## src/rtl/riscp_pkg.sv

```systemverilog
// Shared definitions for the 128-bit pipelined RISC datapath.
// Holds datapath sizing, instruction field positions, ALU opcode encodings,
// NZC flag indices, and small helpers that slice instruction fields.
package riscp_pkg;

  localparam int WIDTH = 128;
  localparam int NREGS = 16;
  localparam int AW    = 4;

  // Instruction field bit positions: [15:12] op, [11:8] rd, [7:4] rs, [3:0] rt
  localparam int OP_LSB = 12;
  localparam int RD_LSB = 8;
  localparam int RS_LSB = 4;
  localparam int RT_LSB = 0;

  // ALU opcodes; 4'b1101..4'b1111 are undefined and treated as PASS_S by the ALU
  localparam logic [3:0] OP_PASS_S = 4'b0000;
  localparam logic [3:0] OP_PASS_R = 4'b0001;
  localparam logic [3:0] OP_INC    = 4'b0010;
  localparam logic [3:0] OP_DEC    = 4'b0011;
  localparam logic [3:0] OP_ADD    = 4'b0100;
  localparam logic [3:0] OP_SUB    = 4'b0101;
  localparam logic [3:0] OP_SHR    = 4'b0110;
  localparam logic [3:0] OP_SHL    = 4'b0111;
  localparam logic [3:0] OP_AND    = 4'b1000;
  localparam logic [3:0] OP_OR     = 4'b1001;
  localparam logic [3:0] OP_XOR    = 4'b1010;
  localparam logic [3:0] OP_NOT    = 4'b1011;
  localparam logic [3:0] OP_NEG    = 4'b1100;

  // Status flag indices within {N,Z,C}
  localparam int FLAG_N = 2;
  localparam int FLAG_Z = 1;
  localparam int FLAG_C = 0;

  function automatic logic [3:0] instr_op(input logic [15:0] instr);
    return instr[OP_LSB +: 4];
  endfunction

  function automatic logic [AW-1:0] instr_rd(input logic [15:0] instr);
    return instr[RD_LSB +: AW];
  endfunction

  function automatic logic [AW-1:0] instr_rs(input logic [15:0] instr);
    return instr[RS_LSB +: AW];
  endfunction

  function automatic logic [AW-1:0] instr_rt(input logic [15:0] instr);
    return instr[RT_LSB +: AW];
  endfunction

endpackage

```

## src/rtl/regfile_16x128.sv

```systemverilog
// 16 x 128-bit register file.
// Ports: clk/rst_n (async active-low reset clears every entry to zero),
//   we_i/waddr_i/wdata_i synchronous write port,
//   raddr_a_i/rdata_a_o and raddr_b_i/rdata_b_o asynchronous read ports.
// Reads return the stored value only; write-to-read forwarding is the
// caller's responsibility.
module regfile_16x128
  import riscp_pkg::*;
(
  input  logic             clk,
  input  logic             rst_n,
  input  logic             we_i,
  input  logic [AW-1:0]    waddr_i,
  input  logic [WIDTH-1:0] wdata_i,
  input  logic [AW-1:0]    raddr_a_i,
  output logic [WIDTH-1:0] rdata_a_o,
  input  logic [AW-1:0]    raddr_b_i,
  output logic [WIDTH-1:0] rdata_b_o
);

  logic [WIDTH-1:0] mem_q [NREGS];

  // Storage array: cleared on reset, written on the write strobe
  always_ff @(posedge clk or negedge rst_n) begin
    if (!rst_n) begin
      for (int i = 0; i < NREGS; i++) begin
        mem_q[i] <= '0;
      end
    end else if (we_i) begin
      mem_q[waddr_i] <= wdata_i;
    end
  end

  assign rdata_a_o = mem_q[raddr_a_i];
  assign rdata_b_o = mem_q[raddr_b_i];

endmodule

```

## src/rtl/operand_fetch_stage.sv

```systemverilog
// Register-read / issue stage feeding the combinational ALU.
// Ports:
//   clk, rst_n                 clock, async active-low reset
//   in_valid/in_ready/in_instr instruction handshake ({op, rd, rs, rt})
//   ex_valid/ex_ready          ID/EX bundle handshake
//   ex_r, ex_s, ex_alu_op, ex_rd  registered ID/EX bundle
//   wb_valid, wb_rd, wb_y, wb_n/z/c  ALU writeback
//   flags                      {N,Z,C} status register
//   busy                       per-register scoreboard pending bits
// Operands are read from the register file with bypass from the writeback
// port. A scoreboard holds issue while any of rs/rt/rd has a result in
// flight; a writeback in the same cycle releases that register at once.
module operand_fetch_stage
  import riscp_pkg::*;
(
  input  logic             clk,
  input  logic             rst_n,
  input  logic             in_valid,
  output logic             in_ready,
  input  logic [15:0]      in_instr,
  output logic             ex_valid,
  input  logic             ex_ready,
  output logic [WIDTH-1:0] ex_r,
  output logic [WIDTH-1:0] ex_s,
  output logic [3:0]       ex_alu_op,
  output logic [AW-1:0]    ex_rd,
  input  logic             wb_valid,
  input  logic [AW-1:0]    wb_rd,
  input  logic [WIDTH-1:0] wb_y,
  input  logic             wb_n,
  input  logic             wb_z,
  input  logic             wb_c,
  output logic [2:0]       flags,
  output logic [NREGS-1:0] busy
);

  logic [3:0]       op_s;
  logic [AW-1:0]    rd_s, rs_s, rt_s;
  logic [WIDTH-1:0] rf_a_s, rf_b_s;
  logic [WIDTH-1:0] r_s, s_s;
  logic [NREGS-1:0] live_s;
  logic             hazard_s;
  logic             accept_s;

  logic [NREGS-1:0] busy_q, busy_d;
  logic [2:0]       flags_q, flags_d;
  logic             ex_valid_q, ex_valid_d;
  logic [WIDTH-1:0] ex_r_q, ex_r_d, ex_s_q, ex_s_d;
  logic [3:0]       ex_op_q, ex_op_d;
  logic [AW-1:0]    ex_rd_q, ex_rd_d;

  assign op_s = instr_op(in_instr);
  assign rd_s = instr_rd(in_instr);
  assign rs_s = instr_rs(in_instr);
  assign rt_s = instr_rt(in_instr);

  regfile_16x128 u_regfile (
    .clk       (clk),
    .rst_n     (rst_n),
    .we_i      (wb_valid),
    .waddr_i   (wb_rd),
    .wdata_i   (wb_y),
    .raddr_a_i (rs_s),
    .rdata_a_o (rf_a_s),
    .raddr_b_i (rt_s),
    .rdata_b_o (rf_b_s)
  );

  // Hazard detection: a same-cycle writeback releases its register, and
  // rs/rt are always checked regardless of whether the opcode uses them
  always_comb begin
    live_s = busy_q;
    if (wb_valid) begin
      live_s[wb_rd] = 1'b0;
    end else begin
      live_s = busy_q;
    end
    hazard_s = live_s[rs_s] | live_s[rt_s] | live_s[rd_s];
  end

  assign in_ready = !hazard_s && (!ex_valid_q || ex_ready);
  assign accept_s = in_valid && in_ready;

  // Operand select with writeback bypass
  always_comb begin
    r_s = rf_a_s;
    s_s = rf_b_s;
    if (wb_valid && (wb_rd == rs_s)) begin
      r_s = wb_y;
    end else begin
      r_s = rf_a_s;
    end
    if (wb_valid && (wb_rd == rt_s)) begin
      s_s = wb_y;
    end else begin
      s_s = rf_b_s;
    end
  end

  // Next-state for scoreboard and flags: clear on writeback, then set on
  // accept, so a same-register issue keeps the bit pending
  always_comb begin
    busy_d  = busy_q;
    flags_d = flags_q;
    if (wb_valid) begin
      busy_d[wb_rd] = 1'b0;
      flags_d       = {wb_n, wb_z, wb_c};
    end else begin
      flags_d = flags_q;
    end
    if (accept_s) begin
      busy_d[rd_s] = 1'b1;
    end else begin
      busy_d = busy_d;
    end
  end

  // Next-state for the ID/EX bundle; payload holds while not reloaded
  always_comb begin
    ex_valid_d = ex_valid_q;
    ex_r_d     = ex_r_q;
    ex_s_d     = ex_s_q;
    ex_op_d    = ex_op_q;
    ex_rd_d    = ex_rd_q;
    if (accept_s) begin
      ex_valid_d = 1'b1;
      ex_r_d     = r_s;
      ex_s_d     = s_s;
      ex_op_d    = op_s;
      ex_rd_d    = rd_s;
    end else if (ex_ready) begin
      ex_valid_d = 1'b0;
    end else begin
      ex_valid_d = ex_valid_q;
    end
  end

  // State registers
  always_ff @(posedge clk or negedge rst_n) begin
    if (!rst_n) begin
      busy_q     <= '0;
      flags_q    <= 3'b000;
      ex_valid_q <= 1'b0;
      ex_r_q     <= '0;
      ex_s_q     <= '0;
      ex_op_q    <= 4'b0000;
      ex_rd_q    <= 4'b0000;
    end else begin
      busy_q     <= busy_d;
      flags_q    <= flags_d;
      ex_valid_q <= ex_valid_d;
      ex_r_q     <= ex_r_d;
      ex_s_q     <= ex_s_d;
      ex_op_q    <= ex_op_d;
      ex_rd_q    <= ex_rd_d;
    end
  end

  assign ex_valid  = ex_valid_q;
  assign ex_r      = ex_r_q;
  assign ex_s      = ex_s_q;
  assign ex_alu_op = ex_op_q;
  assign ex_rd     = ex_rd_q;
  assign flags     = flags_q;
  assign busy      = busy_q;

endmodule

```

## config.mk

```make
export PLATFORM = sky130hd
export DESIGN_NAME = operand_fetch_stage
export DESIGN_NICKNAME = d
export VERILOG_FILES = /design/src/rtl/riscp_pkg.sv /design/src/rtl/regfile_16x128.sv /design/src/rtl/operand_fetch_stage.sv
export SDC_FILE = /design/constraint.sdc
export NUM_CORES = 2
export LEC_CHECK = 0
export ABC_AREA = 0
export CAP_MARGIN = 10
export CORE_ASPECT_RATIO = 1.25
export CORE_MARGIN = 2
export CORE_UTILIZATION = 40
export CTS_BUF_LIST = sky130_fd_sc_hd__clkbuf_4 sky130_fd_sc_hd__clkbuf_8
export CTS_CLUSTER_SIZE = 28
export DETAILED_ROUTE_END_ITERATION = 7
export DONT_BUFFER_PORTS = 1
export GPL_TIMING_DRIVEN = 0
export HOLD_SLACK_MARGIN = 0.03
export SKIP_CTS_REPAIR_TIMING = 1
export SYNTH_ARGS = -nofsm -noshare
export SYNTH_HDL_FRONTEND = slang
export SYNTH_SLANG_ARGS = --single-unit
```

## constraint.sdc

```tcl
create_clock -name clk -period 3.9 [get_ports clk]
set_input_delay 0.78 -clock clk [delete_from_list [all_inputs] [get_ports clk]]
set_output_delay 0.78 -clock clk [all_outputs]
set_load 0.05 [all_outputs]
```

**Word-level counts from Yosys, hierarchy flattened**

Index checks and enable logic that the tools add are counted.

- Output and inout bits: 285
- Logic and storage cells: 79
- Register bits: 2332

- Magnitude comparators: 10
- Multiplexer cells: 25
- Reductions and logical operators: 11
- Equal/unequal tests: 2
- Bitwise operators: 8

Operator list:

| cell | number |
|---|---|
| bitwise mux 2048 bit | 1 |
| binary-select mux 128 bit (select 4 bit) | 2 |
| two-way mux 128 bit | 7 |
| demux 128 bit (select 4 bit) | 1 |
| two-way mux 16 bit | 2 |
| less-than comparator 4 x 5 -> 1 bit (second input constant) | 4 |
| bitwise AND 16 bit | 1 |
| NOT 16 bit | 1 |
| bitwise OR 16 bit | 1 |
| greater-or-equal comparator 5 bit (second input constant) | 3 |
| NOT 4 -> 5 bit | 3 |
| binary-select mux 1 bit (select 4 bit) | 3 |
| demux 1 bit (select 4 bit) | 2 |
| == test 4 bit | 2 |
| greater-or-equal comparator 4 x 1 -> 1 bit (second input constant) | 2 |
| logical AND 1 bit | 7 |
| two-way mux 1 bit | 7 |
| less-than comparator 5 x 1 -> 1 bit (second input constant) | 1 |
| zero test 1 bit | 2 |
| bitwise OR 1 bit | 2 |
| nonzero test 2 bit | 1 |
| logical OR 1 bit | 1 |

**Longest topological paths before layout**

- Depth after elaboration: 15
- Depth in mapped cells: 13

**By module**

A second synthesis with hierarchy kept.

- Cell total of the unflattened synthesis: 7492
- Area, all modules: 121721.7 µm²

Modules (own cells, without submodules):

| module | area an instance (µm²) | cells an instance | seq. area each (µm²) | instances |
|---|---|---|---|---|
| regfile_16x128 | 107141.5 | 6464 | 51249.2 | 1 |
| operand_fetch_stage | 14580.2 | 1028 | 7106.8 | 1 |

**Worst setup path before layout**

Ideal clock, no wire load.

- Path type: input to output
- Start point: input wb_rd[0]
- End point: output in_ready
- Data required time: 3.120 ns
- Arrival time: 2.888 ns
- Setup slack: 0.232 ns
- Cell stages on the path: 9
- Path buffers: 2
- Path through: buf_2 -> or3b_1 -> buf_2 -> o21ai_2 -> o32ai_1 -> a2111oi_0 -> o2111a_1 -> nand2_1 -> nor2_1

- Cells in the longest elaborated chain, start to end: 13
- Elaborated cells on any way between the ends: 18
- Classes of those cells: order compare (2); mux (9); bitwise (4); reduce/logical (3)

RTL lines:

| item | line | text |
|---|---|---|
| from (decl) | operand_fetch_stage.sv:28 | `input logic [AW-1:0] wb_rd,` |
| less-than comparator 4 x 5 -> 1 bit (not written as such) or greater-or-equal comparator 4 x 1 -> 1 bit (tied branches) | operand_fetch_stage.sv:74 | `live_s[wb_rd] = 1'b0;` |
| logical AND 1 bit (not written as such) | operand_fetch_stage.sv:74 |  |
| two-way mux 1 bit (not written as such) | operand_fetch_stage.sv:74 |  |
| demux 1 bit (select 4 bit) * | operand_fetch_stage.sv:74 |  |
| NOT 16 bit (no source line) * | -- |  |
| bitwise AND 16 bit (no source line) * | -- |  |
| two-way mux 16 bit * | operand_fetch_stage.sv:73 | `if (wb_valid) begin` |
| binary-select mux 1 bit (select 4 bit) | operand_fetch_stage.sv:78 | `hazard_s = live_s[rs_s] \| live_s[rt_s] \| live_s[rd_s];` |
| two-way mux 1 bit (not written as such) | operand_fetch_stage.sv:78 |  |
| bitwise OR 1 bit | operand_fetch_stage.sv:78 |  |
| bitwise OR 1 bit * | operand_fetch_stage.sv:78 |  |
| zero test 1 bit * | operand_fetch_stage.sv:81 | `assign in_ready = !hazard_s && (!ex_valid_q \|\| ex_ready);` |
| logical AND 1 bit * | operand_fetch_stage.sv:81 |  |
| to (decl) | operand_fetch_stage.sv:19 | `output logic in_ready,` |

Every way passes the cells marked *; elsewhere a longest branch is shown, timed or not. The select of a mux whose other input is x is not followed.

**Final worst setup path**

- Start point: input in_instr[5]
- End point: register ex_r_q[43] (netlist: ex_r[43])

- Cells in the longest elaborated chain, start to end: 7
- Elaborated cells on any way between the ends: 14
- Classes of those cells: eq/ne (1); mux (6); bitwise (3); reduce/logical (4)

RTL lines:

| item | line | text |
|---|---|---|
| from (decl) | operand_fetch_stage.sv:20 | `input logic [15:0] in_instr,` |
| binary-select mux 1 bit (select 4 bit) | operand_fetch_stage.sv:78 |  |
| two-way mux 1 bit (not written as such) | operand_fetch_stage.sv:78 |  |
| bitwise OR 1 bit (2 in series) | operand_fetch_stage.sv:78 |  |
| zero test 1 bit | operand_fetch_stage.sv:81 |  |
| logical AND 1 bit | operand_fetch_stage.sv:81 |  |
| logical AND 1 bit | operand_fetch_stage.sv:82 | `assign accept_s = in_valid && in_ready;` |
| to (signal assigned) | operand_fetch_stage.sv:152 | `ex_r_q <= ex_r_d;` |
| to (decl) | operand_fetch_stage.sv:48 | `logic [WIDTH-1:0] ex_r_q, ex_r_d, ex_s_q, ex_s_d;` |

Parallel ways exist; a longest one is shown, timed or not. The select of a mux whose other input is x is not followed.
A chain may end at the register's enable or synchronous reset.

==> impl_metrics.csv <==
group,metric,value,unit
detailed_routing,route.vias.total,74100,
timing,finalHoldViolCount,150,
power,max-vdd-ir-drop,0.4350,mV
timing,timing.final.setup_violations,1,
worst_setup_path,worstSetupPathType,"in2reg",
yosys,synth.largest_area_cell,"dfrtp_1",
worst_setup_path,worst_ep_arrival_time,4.83,ns
global_routing,grt_start_max_net_pins,237,
clock_network,tritoncts.num_buffers,400,
floorplan,die_w,494.3,microns
yosys,synth_commonest_cells,"2510 x mux2_2, 2332 x dfrtp_1, 1280 x mux4_2, 515 x clkbuf_1, 124 x buf_1",
yosys,synth.cell_area,120200,sq um
yosys,synth_top_cells_by_area,"dfrtp_1 49%, mux4_2 24%, mux2_2 24%",
floorplan,core,299800,sq um
timing,peak_clock_frequency_supported_by_timing,0.2531,GHz
clock_network,root_buffer,"clkbuf_8",
power,design_power_total,84540,uW
hold_path,hold_path.class,"in2async",
yosys,yosys_warnings,0,
yosys,synth-async-reset-ratio,1.000,
timing,post-route-period-util,1.013,
final_layout,final_design_area_no_fill,136900,sq um
place,detailedPlacementHpwl,282200,microns
global_routing,grt-ovfl-total,0,
clock_network,clock_sink_count,2332,
final_layout,seq_area,58390,sq um
yosys,synth_edf_count,0,
floorplan,initial_core_util,0.4009,
worst_setup_path,r2r_end,"ex_r[56]$_DFFE_PN0P_",
timing,worst_clock_skew,0.1053,ns
power,power_frac_clock,0.292,
floorplan,die_h,616.9,microns
timing,relSlewSlack,0.03523,
yosys,synth_top_cell_area_share,0.4855,
final_layout,final_layout_size_suffix_gt1_frac,0.5945,
yosys,yosysSeqAreaShare,0.4855,
worst_setup_path,cp_slowest_stage_delay,0.89,ns
final_layout,layout.filler_cells,26160,
clock_network,clkSlewWorstSetupHoldPaths,0.07,ns
timing,rsz0062_at_grt,"yes",
timing,period_needed,3.951,ns
place,placed_cells_incl_taps,11100,
floorplan,die_area,305000,sq um
detailed_routing,route.detailed.vias_per_inst,6.162,
floorplan,num_rows,225,
worst_setup_path,critical_path.cell_chain,"clkbuf_1, clkbuf_2, clkbuf_2, clkbuf_1, mux4_2, mux4_2, mux2_2, mux2_2",
status,status,"finished, violations left",
final_layout,areaGrowthSynthToFinish,13.84,%
timing,worstMarginPinSlew,1.447,ns
status,violations,"negative hold slack, negative setup slack",
yosys,syn_inst,7086,
worst_setup_path,r2r.worst_path.cells,9,
clock_network,clock_path_buffers,4,
worst_setup_path,worstPathMaxFanout,10,
worst_setup_path,worstPathRequired,4.78,ns
timing,worst_slack,-0.05147,ns
place,place_congestion,0.8806,
yosys,syn_nets,7242,
worst_setup_path,timing.reg2reg.setup_slack,0.30,ns
floorplan,top_level_ports,441,
clock_network,cts_tree,"yes",
global_routing,grt_antenna_before_repair,81,
global_routing,vias_in_the_first_global_route,78720,
worst_setup_path,path_depth,8,
worst_setup_path,delay_heaviest_family_cp,"buffers and inverters",
detailed_routing,dr.first_iter.drc_count,6532,
power,powerDensity,617.8,nW/um^2
detailed_routing,drc_errors,0,
timing,fin_hold_ws,-0.2621,ns
global_routing,grt_usage,0.2678,
power,seqPwrFrac,0.481,
detailed_routing,drt_pass1_iterations,5,
timing,maxSlewViolCount,0,
detailed_routing,wl,419300,microns
detailed_routing,routed_wire_length_per_instance,34.87,microns
clock_network,clock_tree.htree_level_count,5,
place,io_buffers,0,
worst_setup_path,worstPathBufferInverterCount,4,
power,p_leak,0.05543,uW
worst_setup_path,timing.rr.start,"busy[9]$_DFF_PN0_",
flow_run,maxCapViolations,0,
power,switching_share,0.3359,
final_layout,multi_input_area,58960,sq um
yosys,post-synth-top-count-cell,"mux2_2",
yosys,synth_cell_type_count,57,
worst_setup_path,setup.worst_path.start_class,"primary input",
worst_setup_path,crit_path_top_delay_cell,"clkbuf_1",
power,power_frac_comb,0.227,
yosys,synth-seq-cells,2332,
worst_setup_path,crit_path_end_kind,"flip-flop",
power,power_report.internal_total,56140,uW
yosys,syn_area_per_cell,16.96,sq um
power,power.net_switching,28400,uW
final_layout,post_layout_nonfiller_instances,12020,
place,dpl-instance-area,126000,sq um
clock_network,worst_skew_pair.late_latency,1.07,ns
place,detailedPlace.worstSlack,-1.590,ns
final_layout,final_nets,7836,
global_routing,grt_pass1_wl,584600,microns
detailed_routing,ant_nets,0,
yosys,yosys_most_used_dff,"dfrtp_1",
-- worst register-to-register path: stages (launching register included) --
cell	delay (ns)
dfrtp_1	0.69
o21ai_0	0.27
mux2i_1	0.13
a32oi_1	0.24
nand4_1	0.22
and4bb_2	0.40
buf_6	0.43
buf_12	0.35
buf_6	0.30
mux2_1	0.36
-- kinds of logic (layout without fill, tap and decap cells) --
| logic type | Yosys count | after routing | share of synthesized area |
|---|---|---|---|
| flip-flops | 2332 | 2332 | 0.4855 |
| AO/OA/AOI/OAI | 66 | 66 | 0.004351 |
| XOR/XNOR | 5 | 5 | 0.0003643 |
| buffers and inverters | 729 | 1635 | 0.02456 |
| multiplexers | 3857 | 3857 | 0.4812 |
| AND/OR/NAND/NOR | 97 | 97 | 0.004112 |
| other | 0 | 60 | 0 |
-- power by group through the flow --
stage | clock network (uW) | registers (uW) | logic [uW]
after floorplan | 0 | 38700 | 14200
after global placement | 0 | 40400 | 17800
after detailed placement | 0 | 41100 | 18800
after CTS | 25200 | 40600 | 18900
after global routing | 26300 | 41500 | 20300
final | 24700 | 40700 | 19200
-- per-stage QoR --
stage / util / setup TNS (ns)
after floorplan: - / 0
after global placement: 0.4175 / -1565.13
after detailed placement: 0.4204 / -481.68
after CTS: 0.4498 / -63.97
after global routing: 0.4563 / -0.01123
final: 0.4564 / -0.05147
-- cell usage in the layout, fill, tap and decap left out, types with 6 or more instances in the layout --
cell,n
mux2_2,2510
dfrtp_1,2318
mux4_2,1280
clkbuf_8,524
clkbuf_1,450
dlygate4sd3_1,135
clkbuf_4,116
buf_1,113
clkbuf_2,66
mux2_1,61
diode_2,60
clkinv_2,51
buf_2,46
nor2_1,31
buf_8,29
buf_4,19
buf_16,17
nand2_1,13
bufinv_16,12
buf_6,11
buf_12,11
inv_1,10
nand3_1,10
nand2b_1,9
dfrtp_2,9
o21ai_0,8
o21ai_2,7
a32o_1,7
a21bo_2,7
inv_6,7
clkinvlp_4,7
nor2b_1,6
mux2i_1,6
-- how the worst max path moves through the flow --
stage	end	slack [ns]	startpoint
detailed placement	ex_r[57]$_DFFE_PN0P_	-1.59	in_instr[5]
global route	in_ready	-0.01	busy[13]$_DFF_PN0_
global placement	ex_s[57]$_DFFE_PN0P_	-2.80	in_instr[0]
finish	ex_r[43]$_DFFE_PN0P_	-0.05	in_instr[5]
CTS	ex_r[57]$_DFFE_PN0P_	-0.51	in_instr[5]
floorplan	in_ready	0.23	wb_rd[0]
-- layer usage --
metal | up-vias | track usage | part of all wire
li1 | 29120 | - | -
met1 | 40830 | 0.3279 | 0.38
met2 | 3196 | 0.4414 | 0.49
met3 | 927 | 0.06366 | 0.075
met4 | 20 | 0.1365 | 0.056
met5 | - | 0 | 0.00034
-- layout make-up --
cell class                      instances  share of cell area
Clock buffer                          633             0.05868
Tap cell                             3972             0.03632
Buffer                                716             0.02222
Inverter                               12           0.0003291
Multi-Input combinational cell       4025              0.4309
Sequential cell                      2332              0.4266
Timing Repair Buffer                  193             0.01810
Antenna cell                           60            0.001097
Clock inverter                         81            0.005769
-- sequential cells by signal, summed over array words and instances, names as in the netlist --
name / count
u_regfile.mem_q: 2048
ex_r: 128
ex_s: 128
busy: 16
ex_alu_op: 4
ex_rd: 4
flags: 3
ex_valid: 1
Power figures use the tool's default switching activity.
